$ cat config.mk
export PLATFORM = sky130hd
export DESIGN_NAME = jts16_snd_rx
export DESIGN_NICKNAME = d
export VERILOG_FILES = /design/src/rtl/jts16_snd_pkg.sv /design/src/rtl/jts16_snd_fifo.sv /design/src/rtl/jts16_snd_rx.sv
export SDC_FILE = /design/constraint.sdc
export NUM_CORES = 1
export LEC_CHECK = 0
export ABC_AREA = 1
export BUFFER_PORTS_ARGS = -buffer_cell sky130_fd_sc_hd__clkbuf_2
export CORE_AREA = 8 8 45 47
export DETAILED_ROUTE_END_ITERATION = 10
export DIE_AREA = 0 0 53 55
export HOLD_SLACK_MARGIN = 0.02
export MAX_ROUTING_LAYER = met4
export PLACE_DENSITY = 0.64
export SYNTH_ARGS = -nofsm -noshare
export SYNTH_HDL_FRONTEND = slang
export SYNTH_SLANG_ARGS = --single-unit
$ cat constraint.sdc
create_clock -name clk -period 1.1 [get_ports clk]
set_input_delay 0.055 -clock clk [delete_from_list [all_inputs] [get_ports clk]]
set_output_delay 0.055 -clock clk [all_outputs]
set_load 0.02 [all_outputs]
$ cat src/rtl/jts16_snd_pkg.sv
// ---------------------------------------------------------------------------
// jts16_snd_pkg
// Shared constants for the sound-latch receiver (jts16_snd_rx) and its
// optional FIFO store (jts16_snd_fifo).
//   DEFAULT_DEPTH : buffered entries when the FIFO build is selected
//   IDLE_DOUT     : value shown on dout after reset, before any byte is read
//   LEVEL_W       : width of the pending-byte count presented on level
// ---------------------------------------------------------------------------
package jts16_snd_pkg;

  localparam int         DEFAULT_DEPTH = 4;
  localparam logic [7:0] IDLE_DOUT     = 8'hFF;
  localparam int         LEVEL_W       = 3;

endpackage

$ cat src/rtl/jts16_snd_fifo.sv
// ---------------------------------------------------------------------------
// jts16_snd_fifo
// Circular byte store for the sound latch. Only compiled when the
// JTS16_SNDLATCH_FIFO_EN macro is defined; the single-entry build of
// jts16_snd_rx does not use it.
// Ports:
//   clk_i, rst_i  : clock and synchronous active-high reset
//   push_i, din_i : write request and data (ignored when full unless popping)
//   pop_i         : read request (ignored when empty)
//   head_o        : oldest stored byte
//   full_o        : count equals DEPTH
//   empty_o       : count equals zero
//   count_o       : number of stored bytes
// ---------------------------------------------------------------------------
`ifdef JTS16_SNDLATCH_FIFO_EN
module jts16_snd_fifo
  import jts16_snd_pkg::*;
#(
  parameter int DEPTH = DEFAULT_DEPTH
) (
  input  logic                   clk_i,
  input  logic                   rst_i,
  input  logic                   push_i,
  input  logic                   pop_i,
  input  logic [7:0]             din_i,
  output logic [7:0]             head_o,
  output logic                   full_o,
  output logic                   empty_o,
  output logic [$clog2(DEPTH):0] count_o
);

  localparam int             AW       = $clog2(DEPTH);
  localparam logic [AW-1:0]  PTR_ONE  = AW'(1);
  localparam logic [AW:0]    CNT_ONE  = (AW + 1)'(1);
  localparam logic [AW:0]    FULL_CNT = (AW + 1)'(DEPTH);

  logic [7:0]    mem_q [DEPTH];
  logic [AW-1:0] wptr_q, wptr_d;
  logic [AW-1:0] rptr_q, rptr_d;
  logic [AW:0]   count_q, count_d;
  logic          do_push, do_pop;

  // A pop frees the head slot in the same cycle, so a push into a full store
  // is still accepted when it coincides with a pop.
  assign do_pop  = pop_i & (count_q != '0);
  assign do_push = push_i & ((count_q != FULL_CNT) | do_pop);

  // Pointers are AW bits wide, so natural overflow wraps them modulo DEPTH.
  always_comb begin
    wptr_d  = wptr_q;
    rptr_d  = rptr_q;
    count_d = count_q;
    if (do_push) wptr_d = wptr_q + PTR_ONE;
    if (do_pop)  rptr_d = rptr_q + PTR_ONE;
    case ({do_push, do_pop})
      2'b10:   count_d = count_q + CNT_ONE;
      2'b01:   count_d = count_q - CNT_ONE;
      default: count_d = count_q;
    endcase
  end

  always_ff @(posedge clk_i) begin
    if (rst_i) begin
      wptr_q  <= '0;
      rptr_q  <= '0;
      count_q <= '0;
    end else begin
      wptr_q  <= wptr_d;
      rptr_q  <= rptr_d;
      count_q <= count_d;
    end
  end

  // Storage needs no reset: an entry is only visible once it has been pushed.
  always_ff @(posedge clk_i) begin
    if (do_push) mem_q[wptr_q] <= din_i;
  end

  assign head_o  = mem_q[rptr_q];
  assign full_o  = (count_q == FULL_CNT);
  assign empty_o = (count_q == '0);
  assign count_o = count_q;

endmodule
`endif

$ cat src/rtl/jts16_snd_rx.sv
// ---------------------------------------------------------------------------
// jts16_snd_rx
// Sound-CPU side of the main-to-sound command latch. A falling edge on the
// main CPU's snd_irqn captures snd_latch; the sound CPU reads it with rd and
// is interrupted through nmi_n while anything is pending.
// Build option: define JTS16_SNDLATCH_FIFO_EN for a DEPTH-entry FIFO that
// drops bytes on overrun; otherwise a single entry that is overwritten.
// Ports:
//   clk, rst   : clock and synchronous active-high reset
//   snd_latch  : command byte from the main CPU
//   snd_irqn   : main-CPU request, active low, falling edge captures
//   snd_ack    : high when nothing is pending
//   rd         : sound-CPU read strobe, one clk wide
//   dout       : oldest unread byte (last consumed byte when empty)
//   nmi_n      : sound-CPU NMI request, active low while bytes are pending
//   ovf        : sticky overrun flag, cleared only by reset
//   level      : number of pending bytes
// ---------------------------------------------------------------------------
module jts16_snd_rx
  import jts16_snd_pkg::*;
#(
  parameter int DEPTH = DEFAULT_DEPTH
) (
  input  logic               clk,
  input  logic               rst,
  input  logic [7:0]         snd_latch,
  input  logic               snd_irqn,
  output logic               snd_ack,
  input  logic               rd,
  output logic [7:0]         dout,
  output logic               nmi_n,
  output logic               ovf,
  output logic [LEVEL_W-1:0] level
);

  if (DEPTH < 2 || (DEPTH & (DEPTH - 1)) != 0) begin : g_depth_check
    $error("jts16_snd_rx: DEPTH must be a power of two and at least 2");
  end

  logic irqn_q;
  logic ovf_q, ovf_d;
  logic capture;
  logic overrun;

  // irqn_q resets high so a request already low when reset drops is still
  // seen as a fresh falling edge in the first cycle after reset.
  assign capture = irqn_q & ~snd_irqn;
  assign ovf_d   = ovf_q | overrun;

  always_ff @(posedge clk) begin
    if (rst) begin
      irqn_q <= 1'b1;
      ovf_q  <= 1'b0;
    end else begin
      irqn_q <= snd_irqn;
      ovf_q  <= ovf_d;
    end
  end

`ifdef JTS16_SNDLATCH_FIFO_EN
  localparam int CW = $clog2(DEPTH) + 1;

  logic          fifo_full, fifo_empty;
  logic          pop;
  logic [7:0]    head;
  logic [CW-1:0] count;
  logic [7:0]    last_q, last_d;

  // A read against a full FIFO frees a slot first, so only a capture with no
  // read counts as an overrun; the new byte is then dropped by the FIFO.
  assign pop     = rd & ~fifo_empty;
  assign overrun = capture & fifo_full & ~rd;
  assign last_d  = pop ? head : last_q;

  jts16_snd_fifo #(
    .DEPTH (DEPTH)
  ) u_fifo (
    .clk_i   (clk),
    .rst_i   (rst),
    .push_i  (capture),
    .pop_i   (pop),
    .din_i   (snd_latch),
    .head_o  (head),
    .full_o  (fifo_full),
    .empty_o (fifo_empty),
    .count_o (count)
  );

  // When empty, dout keeps showing the byte the sound CPU read last.
  always_ff @(posedge clk) begin
    if (rst) last_q <= IDLE_DOUT;
    else     last_q <= last_d;
  end

  assign dout  = fifo_empty ? last_q : head;
  assign level = LEVEL_W'(count);
`else
  logic [7:0] data_q, data_d;
  logic       full_q, full_d;

  // The read is applied before the capture, so a capture in the same cycle
  // as a read always leaves exactly one byte pending.
  always_comb begin
    data_d = data_q;
    full_d = full_q;
    if (rd) full_d = 1'b0;
    if (capture) begin
      data_d = snd_latch;
      full_d = 1'b1;
    end
  end

  assign overrun = capture & full_q & ~rd;

  // data_q is never cleared by a read, so it doubles as the last-read byte.
  always_ff @(posedge clk) begin
    if (rst) begin
      data_q <= IDLE_DOUT;
      full_q <= 1'b0;
    end else begin
      data_q <= data_d;
      full_q <= full_d;
    end
  end

  assign dout  = data_q;
  assign level = LEVEL_W'(full_q);
`endif

  assign nmi_n   = (level == '0);
  assign snd_ack = (level == '0);
  assign ovf     = ovf_q;

endmodule

==> out/qor.txt <==
Bufs on Longest Clock Path -> 2
Clk Tree Root Cell -> clkbuf_4
drt drc -> 0
antenna cells -> 0
outcome -> finished clean
fmax -> 1070 MHz
type of the worst setup path -> in2reg
critical path data arrival time -> 1090 ps
Area Overhead vs Synth -> 51.8%
Core ar. -> 0.00138 mm^2
Startpoint Class -> input port
H-tree depth -> 1
Routed Antenna Nets -> 0
IO Count -> 26
RSZ-0062 raised after global routing -> false
Synth Register Bits -> 11
synth top area cells -> dfxtp_1 (52%), nand2_1 (14%), nand3_1 (9.5%)
WL per Instance -> 10.2 um
CTS Buf Count -> 3
Crit path max-delay family -> buffers and inverters
CP endpoint kind -> flop
Total Wirelength -> 1.03 mm
max-cap violations -> 0
drt pass-1 iters -> 3
final setup fails -> 0
share of cells above drive strength 1 -> 37.6%
Setup Buffers After CTS -> 0
gp weighted congestion -> 0.619
Buf/Inv on CP -> 3
Initial Util -> 30.6%
Worst Hold Class -> in2reg
commonest non-fill, non-tap cell in the layout -> clkbuf_2
largest area contributor in the synthesized netlist -> dfxtp_1
max-slew violation count -> 0
TritonCTS sink count -> 11
Resized cells post-CTS -> 0
most frequent cells in the layout -> clkbuf_2 (23), nand2_1 (16), dfxtp_1 (11)
post-route clock skew -> 0.459 ps
# rows -> 14
Worst VDD drop -> 0.000738 V
WP data required -> 1250 ps
post-synthesis instance total -> 52
DIE HEIGHT -> 55 um
post-synthesis sequential area ratio -> 52.1%
remaining global-route overflow -> 0
Worst R2R Setup Slack -> 230 ps
synth warn -> 0
first-pass GRT wire length -> 1.64 mm
via count -> 413
final cycle utilization of the critical path -> 84.9%
Initial DRC Count -> 2
die area -> 0.00292 mm^2
largest net degree at the start of global routing -> 10
All-Layer GR Usage -> 7.45%
Leak Pwr -> 0.336 nW
Die W -> 53 um
pwr dens -> 1370 mW/mm^2
Mean Syn Cell Area -> 8.13 um^2
worst hold slack -> 24.6 ps
clock slew at reported path FFs -> 70 ps
Post-CTS Hold Buffers -> 8
Post-Syn Area -> 423 um^2
initial antenna violation count -> 0
post-DP HPWL -> 805 um
Synth top area share -> 52.1%
Avg Vias per Cell -> 4.09
Clk Latency, worst-skew pair -> 250 ps
slowest CP cell -> dlygate4sd3_1
crit path cell chain -> dlygate4sd3_1 > clkbuf_2 > clkinv_1 > o21a_1
count of cell types in the netlist -> 14
Tmin final -> 934 ps
I/O Buffers -> 23
peak per-stage delay on the critical path -> 520 ps
crit-path max FO -> 9
setup tns final -> 0 ps
Final Net Count -> 98
CTS tree -> yes
Final Hold Vio Count -> 0
number of global-route vias before repair -> 391
==> final cells by class <==
cell class | count | area, um^2
Timing Repair Buffer | 33 | 210
Tap cell | 16 | 20.0
Inverter | 5 | 18.8
Clock buffer | 4 | 26.3
Multi-Input combinational cell | 32 | 146
Sequential cell | 11 | 220
Fill cell | 136 | 742
==> state kept, by name, indices dropped and copies added (netlist names) <==
name and flops:
irqn_q 1, dout 8, ovf 1, full_q 1
==> path summary, 6_finish.rpt <==
path,from,end,cells past startpoint
setup / recovery,rst,full_q$_SDFFE_PP0P_,4
setup reg to reg,irqn_q$_SDFF_PP1_,dout[7]$_SDFFE_PP1P_,5
hold reg to reg,ovf$_SDFF_PP0_,ovf$_SDFF_PP0_,2
hold / removal,snd_latch[3],dout[3]$_SDFFE_PP1P_,3
==> cells in the mapped netlist <==
cell type   n
conb_1      1
buf_4       4
dfxtp_1    11
nor2_2      1
or2_2       1
clkinv_1    1
inv_1       4
o21a_1      1
nand3_1     8
buf_6       1
nor2_1      1
nand2_1    16
nand2_2     1
a21oi_2     1
==> metal layers <==
| metal | track usage, % | part of all wire, % |
|---|---|---|
| met1 | 7.65 | 41 |
| met2 | 13.3 | 52 |
| met3 | 1.34 | 5.6 |
| met4 | 3.88 | 2.0 |
| met5 | - | 0 |
==> where the power goes <==
part | switching, mW | internal [mW]
sequential | 0.0136 | 0.427
combinational | 0.104 | 0.0780
clock | 0.120 | 0.140
total | 0.237 | 0.644
==> worst reg2reg max path: cells and delay by family, from the launching register on <==
| family | cells | cell delay (ps) |
|---|---|---|
| flops | 1 | 310 |
| simple gates | 3 | 270 |
| buf+inv | 2 | 180 |
==> logic make-up after synthesis <==
group                  count (synthesis)  share of synthesized area (%)
AOI/OAI and AO/OA                      2                           3.85
buffers and inverters                 10                           14.2
DFF                                   11                           52.1
other                                  1                          0.887
and+or+nand+nor                       28                           29.0
==> per-stage QoR <==
stage | area, um^2 | util, % | instances | total power [mW] | setup WS (ps)
after detailed placement | 536 | 38.7 | 89 | 0.611 | 252
final | 642 | 46.4 | 101 | 0.881 | 166
after CTS | 642 | 46.4 | 101 | 0.895 | 143
after floorplan | 427 | - | 53 | 0.559 | 279
after global routing | 642 | 46.4 | 101 | 0.929 | 72.9
after global placement | 536 | 38.7 | 89 | 0.610 | 266
(Power assumes the default switching activity.)
